`src/rtl/gcd_pkg.sv`:
```
// rtl/gcd_pkg.sv - shared state encoding, status codes and default width for the GCD front end
package gcd_pkg;

    localparam int GCD_WIDTH = 16;

    typedef enum logic [2:0] {
        ST_IDLE  = 3'd0,
        ST_CHECK = 3'd1,
        ST_ISSUE = 3'd2,
        ST_WAIT  = 3'd3,
        ST_OUT   = 3'd4
    } state_t;

    localparam logic [1:0] STAT_OK      = 2'b00;
    localparam logic [1:0] STAT_TRIVIAL = 2'b01;
    localparam logic [1:0] STAT_TIMEOUT = 2'b10;

endpackage

```
`src/rtl/gcd_frontend_if.sv`:
```
// rtl/gcd_frontend_if.sv - operand, core and result handshake bundle of the GCD front end
interface gcd_frontend_if #(
    parameter int WIDTH = 16
);
    logic             in_valid_i;
    logic             in_ready_o;
    logic [WIDTH-1:0] a_i;
    logic [WIDTH-1:0] b_i;
    logic             core_start_o;
    logic [WIDTH-1:0] core_zahl1_o;
    logic [WIDTH-1:0] core_zahl2_o;
    logic             core_valid_i;
    logic [WIDTH-1:0] core_result_i;
    logic             res_valid_o;
    logic             res_ready_i;
    logic [WIDTH-1:0] res_o;
    logic [1:0]       res_status_o;
    logic             busy_o;

    // slave: the front end itself; master: everything around it
    modport slave (
        input  in_valid_i, a_i, b_i, core_valid_i, core_result_i, res_ready_i,
        output in_ready_o, core_start_o, core_zahl1_o, core_zahl2_o,
               res_valid_o, res_o, res_status_o, busy_o
    );

    modport master (
        output in_valid_i, a_i, b_i, core_valid_i, core_result_i, res_ready_i,
        input  in_ready_o, core_start_o, core_zahl1_o, core_zahl2_o,
               res_valid_o, res_o, res_status_o, busy_o
    );
endinterface

```
`src/rtl/gcd_timeout_counter.sv`:
```
// rtl/gcd_timeout_counter.sv - WAIT-phase cycle counter, expired on its final count
module gcd_timeout_counter #(
    parameter int TIMEOUT_CYCLES = 4096
) (
    input  logic clk,
    input  logic rst,
    input  logic i_clear,
    input  logic i_enable,
    output logic o_expired
);
    localparam int CW = (TIMEOUT_CYCLES > 2) ? $clog2(TIMEOUT_CYCLES) : 1;

    logic [CW-1:0] r_count;

    always_ff @(posedge clk) begin
        if (rst || i_clear) begin
            r_count <= '0;
        end else if (i_enable) begin
            r_count <= r_count + 1'b1;
        end
    end

    assign o_expired = (r_count == CW'(TIMEOUT_CYCLES - 1));
endmodule

```
`src/rtl/gcd_frontend.sv`:
```
// rtl/gcd_frontend.sv - accepts operand pairs, resolves trivial GCDs, drives the core under a timeout
module gcd_frontend
    import gcd_pkg::*;
#(
    parameter int WIDTH          = GCD_WIDTH,
    parameter int TIMEOUT_CYCLES = 4096
) (
    input  logic           clk,
    input  logic           rst,
    gcd_frontend_if.slave  bus
);
    state_t           r_state;
    logic [WIDTH-1:0] r_a;
    logic [WIDTH-1:0] r_b;
    logic [WIDTH-1:0] r_zahl1;
    logic [WIDTH-1:0] r_zahl2;
    logic [WIDTH-1:0] r_res;
    logic [1:0]       r_status;
    logic             r_start;
    logic             r_res_valid;
    logic             r_busy;

    logic             w_accept;
    logic             w_a_zero;
    logic             w_b_zero;
    logic             w_equal;
    logic             w_a_gt_b;
    logic             w_trivial;
    logic [WIDTH-1:0] w_trivial_res;
    logic             w_expired;

    assign bus.in_ready_o = (r_state == ST_IDLE) && !rst;
    assign w_accept       = bus.in_valid_i && bus.in_ready_o;

    assign w_a_zero  = (r_a == '0);
    assign w_b_zero  = (r_b == '0);
    assign w_equal   = (r_a == r_b);
    assign w_a_gt_b  = (r_a > r_b);
    assign w_trivial = w_a_zero || w_b_zero || w_equal;

    // Priority order matters only for documentation: every trivial case lands on the non-zero operand
    always_comb begin
        w_trivial_res = r_a;
        if (w_a_zero && w_b_zero) begin
            w_trivial_res = '0;
        end else if (w_a_zero) begin
            w_trivial_res = r_b;
        end else if (w_b_zero) begin
            w_trivial_res = r_a;
        end
    end

    gcd_timeout_counter #(
        .TIMEOUT_CYCLES (TIMEOUT_CYCLES)
    ) u_timeout (
        .clk       (clk),
        .rst       (rst),
        .i_clear   (r_state == ST_ISSUE),
        .i_enable  (r_state == ST_WAIT),
        .o_expired (w_expired)
    );

    always_ff @(posedge clk) begin
        if (rst) begin
            r_state     <= ST_IDLE;
            r_a         <= '0;
            r_b         <= '0;
            r_zahl1     <= '0;
            r_zahl2     <= '0;
            r_res       <= '0;
            r_status    <= STAT_OK;
            r_start     <= 1'b0;
            r_res_valid <= 1'b0;
            r_busy      <= 1'b0;
        end else begin
            case (r_state)
                ST_IDLE: begin
                    if (w_accept) begin
                        r_a     <= bus.a_i;
                        r_b     <= bus.b_i;
                        r_busy  <= 1'b1;
                        r_state <= ST_CHECK;
                    end
                end
                ST_CHECK: begin
                    if (w_trivial) begin
                        r_res       <= w_trivial_res;
                        r_status    <= STAT_TRIVIAL;
                        r_res_valid <= 1'b1;
                        r_state     <= ST_OUT;
                    end else begin
                        r_zahl1 <= w_a_gt_b ? r_a : r_b;
                        r_zahl2 <= w_a_gt_b ? r_b : r_a;
                        r_start <= 1'b1;
                        r_state <= ST_ISSUE;
                    end
                end
                ST_ISSUE: begin
                    r_start <= 1'b0;
                    r_state <= ST_WAIT;
                end
                ST_WAIT: begin
                    // A result in the final counted cycle beats the timeout
                    if (bus.core_valid_i) begin
                        r_res       <= bus.core_result_i;
                        r_status    <= STAT_OK;
                        r_res_valid <= 1'b1;
                        r_state     <= ST_OUT;
                    end else if (w_expired) begin
                        r_res       <= '0;
                        r_status    <= STAT_TIMEOUT;
                        r_res_valid <= 1'b1;
                        r_state     <= ST_OUT;
                    end
                end
                ST_OUT: begin
                    if (bus.res_ready_i) begin
                        r_res_valid <= 1'b0;
                        r_busy      <= 1'b0;
                        r_state     <= ST_IDLE;
                    end
                end
                default: begin
                    r_state <= ST_IDLE;
                end
            endcase
        end
    end

    assign bus.core_start_o = r_start;
    assign bus.core_zahl1_o = r_zahl1;
    assign bus.core_zahl2_o = r_zahl2;
    assign bus.res_valid_o  = r_res_valid;
    assign bus.res_o        = r_res;
    assign bus.res_status_o = r_status;
    assign bus.busy_o       = r_busy;
endmodule

```
`src/flat_wrapper.sv`:
```
// flat-port wrapper written by rule: the top's interface ports become plain ports
module gcd_frontend_flat import gcd_pkg::*;
#(
    parameter int WIDTH          = GCD_WIDTH,
    parameter int TIMEOUT_CYCLES = 4096
)
  (clk, rst, bus_in_valid_i, bus_a_i, bus_b_i, bus_core_valid_i, bus_core_result_i, bus_res_ready_i, bus_in_ready_o, bus_core_start_o, bus_core_zahl1_o, bus_core_zahl2_o, bus_res_valid_o, bus_res_o, bus_res_status_o, bus_busy_o);
  gcd_frontend_if #(.WIDTH(WIDTH)) bus_i ();
  input  logic clk;
  input  logic rst;
  input wire logic [$bits(bus_i.in_valid_i)-1:0] bus_in_valid_i;
  input wire logic [$bits(bus_i.a_i)-1:0] bus_a_i;
  input wire logic [$bits(bus_i.b_i)-1:0] bus_b_i;
  input wire logic [$bits(bus_i.core_valid_i)-1:0] bus_core_valid_i;
  input wire logic [$bits(bus_i.core_result_i)-1:0] bus_core_result_i;
  input wire logic [$bits(bus_i.res_ready_i)-1:0] bus_res_ready_i;
  output wire logic [$bits(bus_i.in_ready_o)-1:0] bus_in_ready_o;
  output wire logic [$bits(bus_i.core_start_o)-1:0] bus_core_start_o;
  output wire logic [$bits(bus_i.core_zahl1_o)-1:0] bus_core_zahl1_o;
  output wire logic [$bits(bus_i.core_zahl2_o)-1:0] bus_core_zahl2_o;
  output wire logic [$bits(bus_i.res_valid_o)-1:0] bus_res_valid_o;
  output wire logic [$bits(bus_i.res_o)-1:0] bus_res_o;
  output wire logic [$bits(bus_i.res_status_o)-1:0] bus_res_status_o;
  output wire logic [$bits(bus_i.busy_o)-1:0] bus_busy_o;
  assign bus_i.in_valid_i = bus_in_valid_i;
  assign bus_i.a_i = bus_a_i;
  assign bus_i.b_i = bus_b_i;
  assign bus_i.core_valid_i = bus_core_valid_i;
  assign bus_i.core_result_i = bus_core_result_i;
  assign bus_i.res_ready_i = bus_res_ready_i;
  assign bus_in_ready_o = bus_i.in_ready_o;
  assign bus_core_start_o = bus_i.core_start_o;
  assign bus_core_zahl1_o = bus_i.core_zahl1_o;
  assign bus_core_zahl2_o = bus_i.core_zahl2_o;
  assign bus_res_valid_o = bus_i.res_valid_o;
  assign bus_res_o = bus_i.res_o;
  assign bus_res_status_o = bus_i.res_status_o;
  assign bus_busy_o = bus_i.busy_o;
  gcd_frontend #(.WIDTH(WIDTH), .TIMEOUT_CYCLES(TIMEOUT_CYCLES)) u_core (.clk(clk), .rst(rst), .bus(bus_i));
endmodule
```
`config.mk`:
```
export PLATFORM = sky130hd
export DESIGN_NAME = gcd_frontend_flat
export DESIGN_NICKNAME = d
export VERILOG_FILES = /design/src/rtl/gcd_pkg.sv /design/src/rtl/gcd_frontend_if.sv /design/src/rtl/gcd_timeout_counter.sv /design/src/rtl/gcd_frontend.sv /design/src/flat_wrapper.sv
export SDC_FILE = /design/constraint.sdc
export NUM_CORES = 1
export LEC_CHECK = 0
export CORE_MARGIN = 5
export CORE_UTILIZATION = 55
export CTS_BUF_LIST = sky130_fd_sc_hd__clkbuf_16
export DETAILED_ROUTE_END_ITERATION = 8
export DONT_BUFFER_PORTS = 1
export HOLD_SLACK_MARGIN = 0.05
export PLACE_DENSITY = 0.73
export SLEW_MARGIN = 5
export SYNTH_ARGS = -nofsm -noshare
export SYNTH_HDL_FRONTEND = slang
export SYNTH_HIERARCHICAL = 1
export SYNTH_SLANG_ARGS = --single-unit
```
`constraint.sdc`:
```
create_clock -name clk -period 3.02 [get_ports clk]
set_clock_uncertainty 0.05 [all_clocks]
set_input_delay 0.453 -clock clk [delete_from_list [all_inputs] [get_ports clk]]
set_output_delay 0.453 -clock clk [all_outputs]
set_load 0.01 [all_outputs]
```
==> impl_summary.log <==
INFO  metric global_route_met3_usage = 0.0646
INFO  metric yosysUniqueCellTypes = a little under 50
INFO  metric timing.slew.headroom = 0.563
INFO  metric gp_congestion = between 0.8 and 0.9
INFO  metric totalNegativeSetupSlack = 0 ns
INFO  metric cp_slowest_stage_delay = ~0.5 ns
INFO  metric rsz_0062_raised_after_global_routing = false
INFO  metric synthToLayoutAreaGrowth = 8.67%
INFO  metric chipWidth = between 100 and 150 um
INFO  metric post_cts_resized = 0
INFO  metric final-max-slew-violation-count = 0
INFO  metric core.rowCount = 36
INFO  metric syn_avg_cell_area = ~8.6 um2
INFO  metric max-cap-violations = 0
INFO  metric yosys_register_bits = 100
INFO  metric core_area = between 9000 and 10,000 um2
INFO  metric final_cell_count_no_fill = 770
INFO  metric synth_edf_count = 0
INFO  metric insertion_delay_of_the_later_clocked_pin_in_the_worst_skew_pair = approximately 0.34 ns
INFO  metric chip_height = between 100 and 150 um
INFO  metric antenna_found_initial = 0
INFO  metric critPathCaptureType = register
INFO  metric setup_viol_count_final = 0
INFO  metric max_clock_freq = about 0.36 GHz
INFO  metric groute.usage.overall = 0.263
INFO  metric actual_transition_at_the_worst_max_transition_pin = between 0.6 and 0.7 ns
INFO  metric synthCells = around 640
INFO  metric ratio_of_cells_with_drive_above_1_in_the_final_layout = 0.137
INFO  metric remaining_drc_errors = 0
INFO  metric dominantRegCellSynth = dfxtp_1
INFO  metric grt_first_pass_wirelength = 25,100 um
INFO  metric portBuffers = 0
INFO  metric clock_sink_count = 100
INFO  metric worst-path-max-fanout = 17
INFO  metric routed_wl = ~16,000 um
INFO  metric grt_start_max_net_pins = 93
INFO  metric holdCritPathClass = input port to register
INFO  metric top_usage_layer = met2
INFO  metric clk_root_buffer_cell = clkbuf_16
INFO  metric grt-ovfl-total = 0
INFO  metric critical_path_startpoint_category = register
INFO  metric holdBufCountCts = 0
INFO  metric fp.dieArea = 12,100 um2
INFO  metric htree_levels = 3
INFO  metric dr.pass1.iters = 6
INFO  metric post-place-cells = roughly 750
INFO  metric highest_ir_drop_seen_on_vdd = 0.000639 V
INFO  metric final.min_clock_period = roughly 2.8 ns
INFO  metric first_iter_violations = approximately 490
INFO  metric postSynthNetCount = 711
INFO  metric place_hpwl = 11,000 um
INFO  metric routedWlPerCell = ~21 um
INFO  metric hold_viol = 0
INFO  metric yosysWarnings = 6
INFO  metric grt_pass1_vias = 4,822
INFO  metric clock_path_buffers = 2
INFO  metric top_level_ports = around 110
INFO  metric met1_usage = 0.351
INFO  metric finish.net_count = approximately 700
INFO  metric synth.cell_area = roughly 5500 um2
INFO  metric synth-seq-area-share = 0.363
INFO  metric layout_worst_path_cycle_share = 0.914
INFO  metric numCtsBuffers = 9
INFO  metric worst_setup_hold_path_clk_slew = 0.07 ns
INFO  metric cts_tree = yes
INFO  metric antennaDiodeCount = 0
INFO  metric final.setup.worst_slack = about 0.26 ns
INFO  metric dp_slack = 0.374 ns
INFO  metric post-cts-setup-buffers = 0
INFO  metric worst_path_required = roughly 3.2 ns
INFO  metric worst-setup-path-type = register to register
INFO  metric power_density = approximately 980 nW/um2
INFO  metric leakage_power = about 0.0022 uW
INFO  metric outcome = finished, final reports clean
INFO  metric worst_path_max_delay_cell = dfxtp_1
INFO  metric synth_async_sr_flop_share = 0
INFO  metric detail_route.vias_per_cell = about 6.7
INFO  metric path_cells = inv_1 > ha_1 > nand4_1 > nor4_4 > nand4bb_1 > nand3_2 > a211oi_1 > nor3_1
INFO  metric worstPathArrival = 2.94 ns
INFO  metric ant_nets = 0
INFO  metric detailroute.via_count = between 5,000 and 6,000
INFO  metric met2_usage = 0.419
INFO  metric initial_utilization = 0.564
per-stage QoR:
stage / total power (uW) / area (um2) / hold WS [ns] / util
3_3_place_gp: 4630 / 5700 / 0.395 / 0.583
3_5_place_dp: 4700 / 5700 / 0.413 / 0.583
4_1_cts: 5840 / 5990 / 0.122 / 0.613
5_1_grt: 6230 / 5990 / 0.113 / 0.613
6_report: 5880 / 5990 / 0.132 / 0.613
2_1_floorplan: 4010 / 5510 / 0.385 / -
synth_stat cells, types with 6 or more instances:
| library cell | n | share of area |
|---|---|---|
| a221oi_2 | 20 | 0.054 |
| nor2_1 | 46 | 0.031 |
| clkbuf_1 | 33 | 0.022 |
| a21oi_1 | 38 | 0.034 |
| a211oi_1 | 14 | 0.019 |
| buf_2 | 12 | 0.011 |
| nand2_1 | 66 | 0.045 |
| dfxtp_1 | 100 | 0.36 |
| a31oi_1 | 31 | 0.035 |
| and4_1 | 32 | 0.051 |
| nand3b_1 | 18 | 0.025 |
| o31ai_1 | 21 | 0.029 |
| buf_4 | 6 | 0.0082 |
| inv_1 | 48 | 0.033 |
| a221oi_1 | 43 | 0.068 |
| nor4_1 | 11 | 0.012 |
| ha_1 | 17 | 0.039 |
| nor3_1 | 17 | 0.015 |
| nand4_1 | 10 | 0.011 |
sequential cells by signal (all words and copies together), names as in the netlist:
| register | flops |
|---|---|
| u_core/bus.core_zahl2_o | 16 |
| u_core/u_timeout/r_count | 12 |
| u_core/bus.res_status_o | 2 |
| u_core/bus.busy_o | 1 |
| u_core/r_state | 3 |
| u_core/bus.core_start_o | 1 |
| u_core/bus.res_o | 16 |
| u_core/bus.res_valid_o | 1 |
| u_core/bus.core_zahl1_o | 16 |
| u_core/r_a | 16 |
| u_core/r_b | 16 |
path summary, 6_finish.rpt:
kind / start / endpoint / slack, ns / depth (start not counted)
worst max-delay path: u_core/r_b[9]$_SDFFE_PP0P_ / u_core/bus.res_o[9]$_SDFFE_PP0P_ / 0.26 / 8
worst min-delay path: rst / u_core/bus.busy_o$_SDFFE_PP0P_ / 0.13 / 1
worst max register to register: u_core/r_b[9]$_SDFFE_PP0P_ / u_core/bus.res_o[9]$_SDFFE_PP0P_ / 0.26 / 8
worst min register to register: u_core/u_timeout/r_count[11]$_SDFFE_PP0P_ / u_core/u_timeout/r_count[11]$_SDFFE_PP0P_ / 0.42 / 2
metal layers:
metal  vias to the layer above  wire length (um)
met2                       257              7440
met4                         0               380
met5                         -                 0
met1                      2475              6650
met3                        37              1640
li1                       2402                 -
cell type report:
class / count / area (um2)
fill: 859 / 3780
clock inverter: 7 / 67.6
clock buffer: 9 / 225
timing repair buffer: 37 / 315
inverter: 48 / 180
multi-input combinational: 436 / 3040
sequential: 100 / 2000
tap: 133 / 166
power breakdown:
part           switching (uW)  leakage [uW]  internal, uW
logic                    1730       0.00124           940
registers                 414      0.000818          1660
clock network             503      0.000142           638
cells in the final DEF (no fill, tap or decap), types with 17 or more instances in the layout:
cell / instances
a221oi_2: 20
dfxtp_1: 100
nand3b_1: 18
inv_1: 48
a221oi_1: 43
ha_1: 17
o31ai_1: 21
a21oi_1: 37
a31oi_1: 31
nand2_1: 66
and4_1: 32
nor2_1: 46
buf_4: 34
cells by family after synthesis:
group / synth area share
AND/OR/NAND/NOR: 0.239
AO/OA/AOI/OAI: 0.260
buffers and inverters: 0.0887
flip-flops: 0.363
adder cells (fa/ha/maj): 0.0386
XOR/XNOR: 0.00635
multiplexers: 0.00363
critical path, delay by kind of cell (launching register included):
| family | cells | cell delay [ns] |
|---|---|---|
| AND/OR/NAND/NOR | 5 | 1.27 |
| flip-flops | 1 | 0.50 |
| adder cells (fa/ha/maj) | 1 | 0.31 |
| buffers and inverters | 1 | 0.11 |
| AO/OA/AOI/OAI | 1 | 0.39 |
No activity file was read; power rests on OpenSTA's default activity.
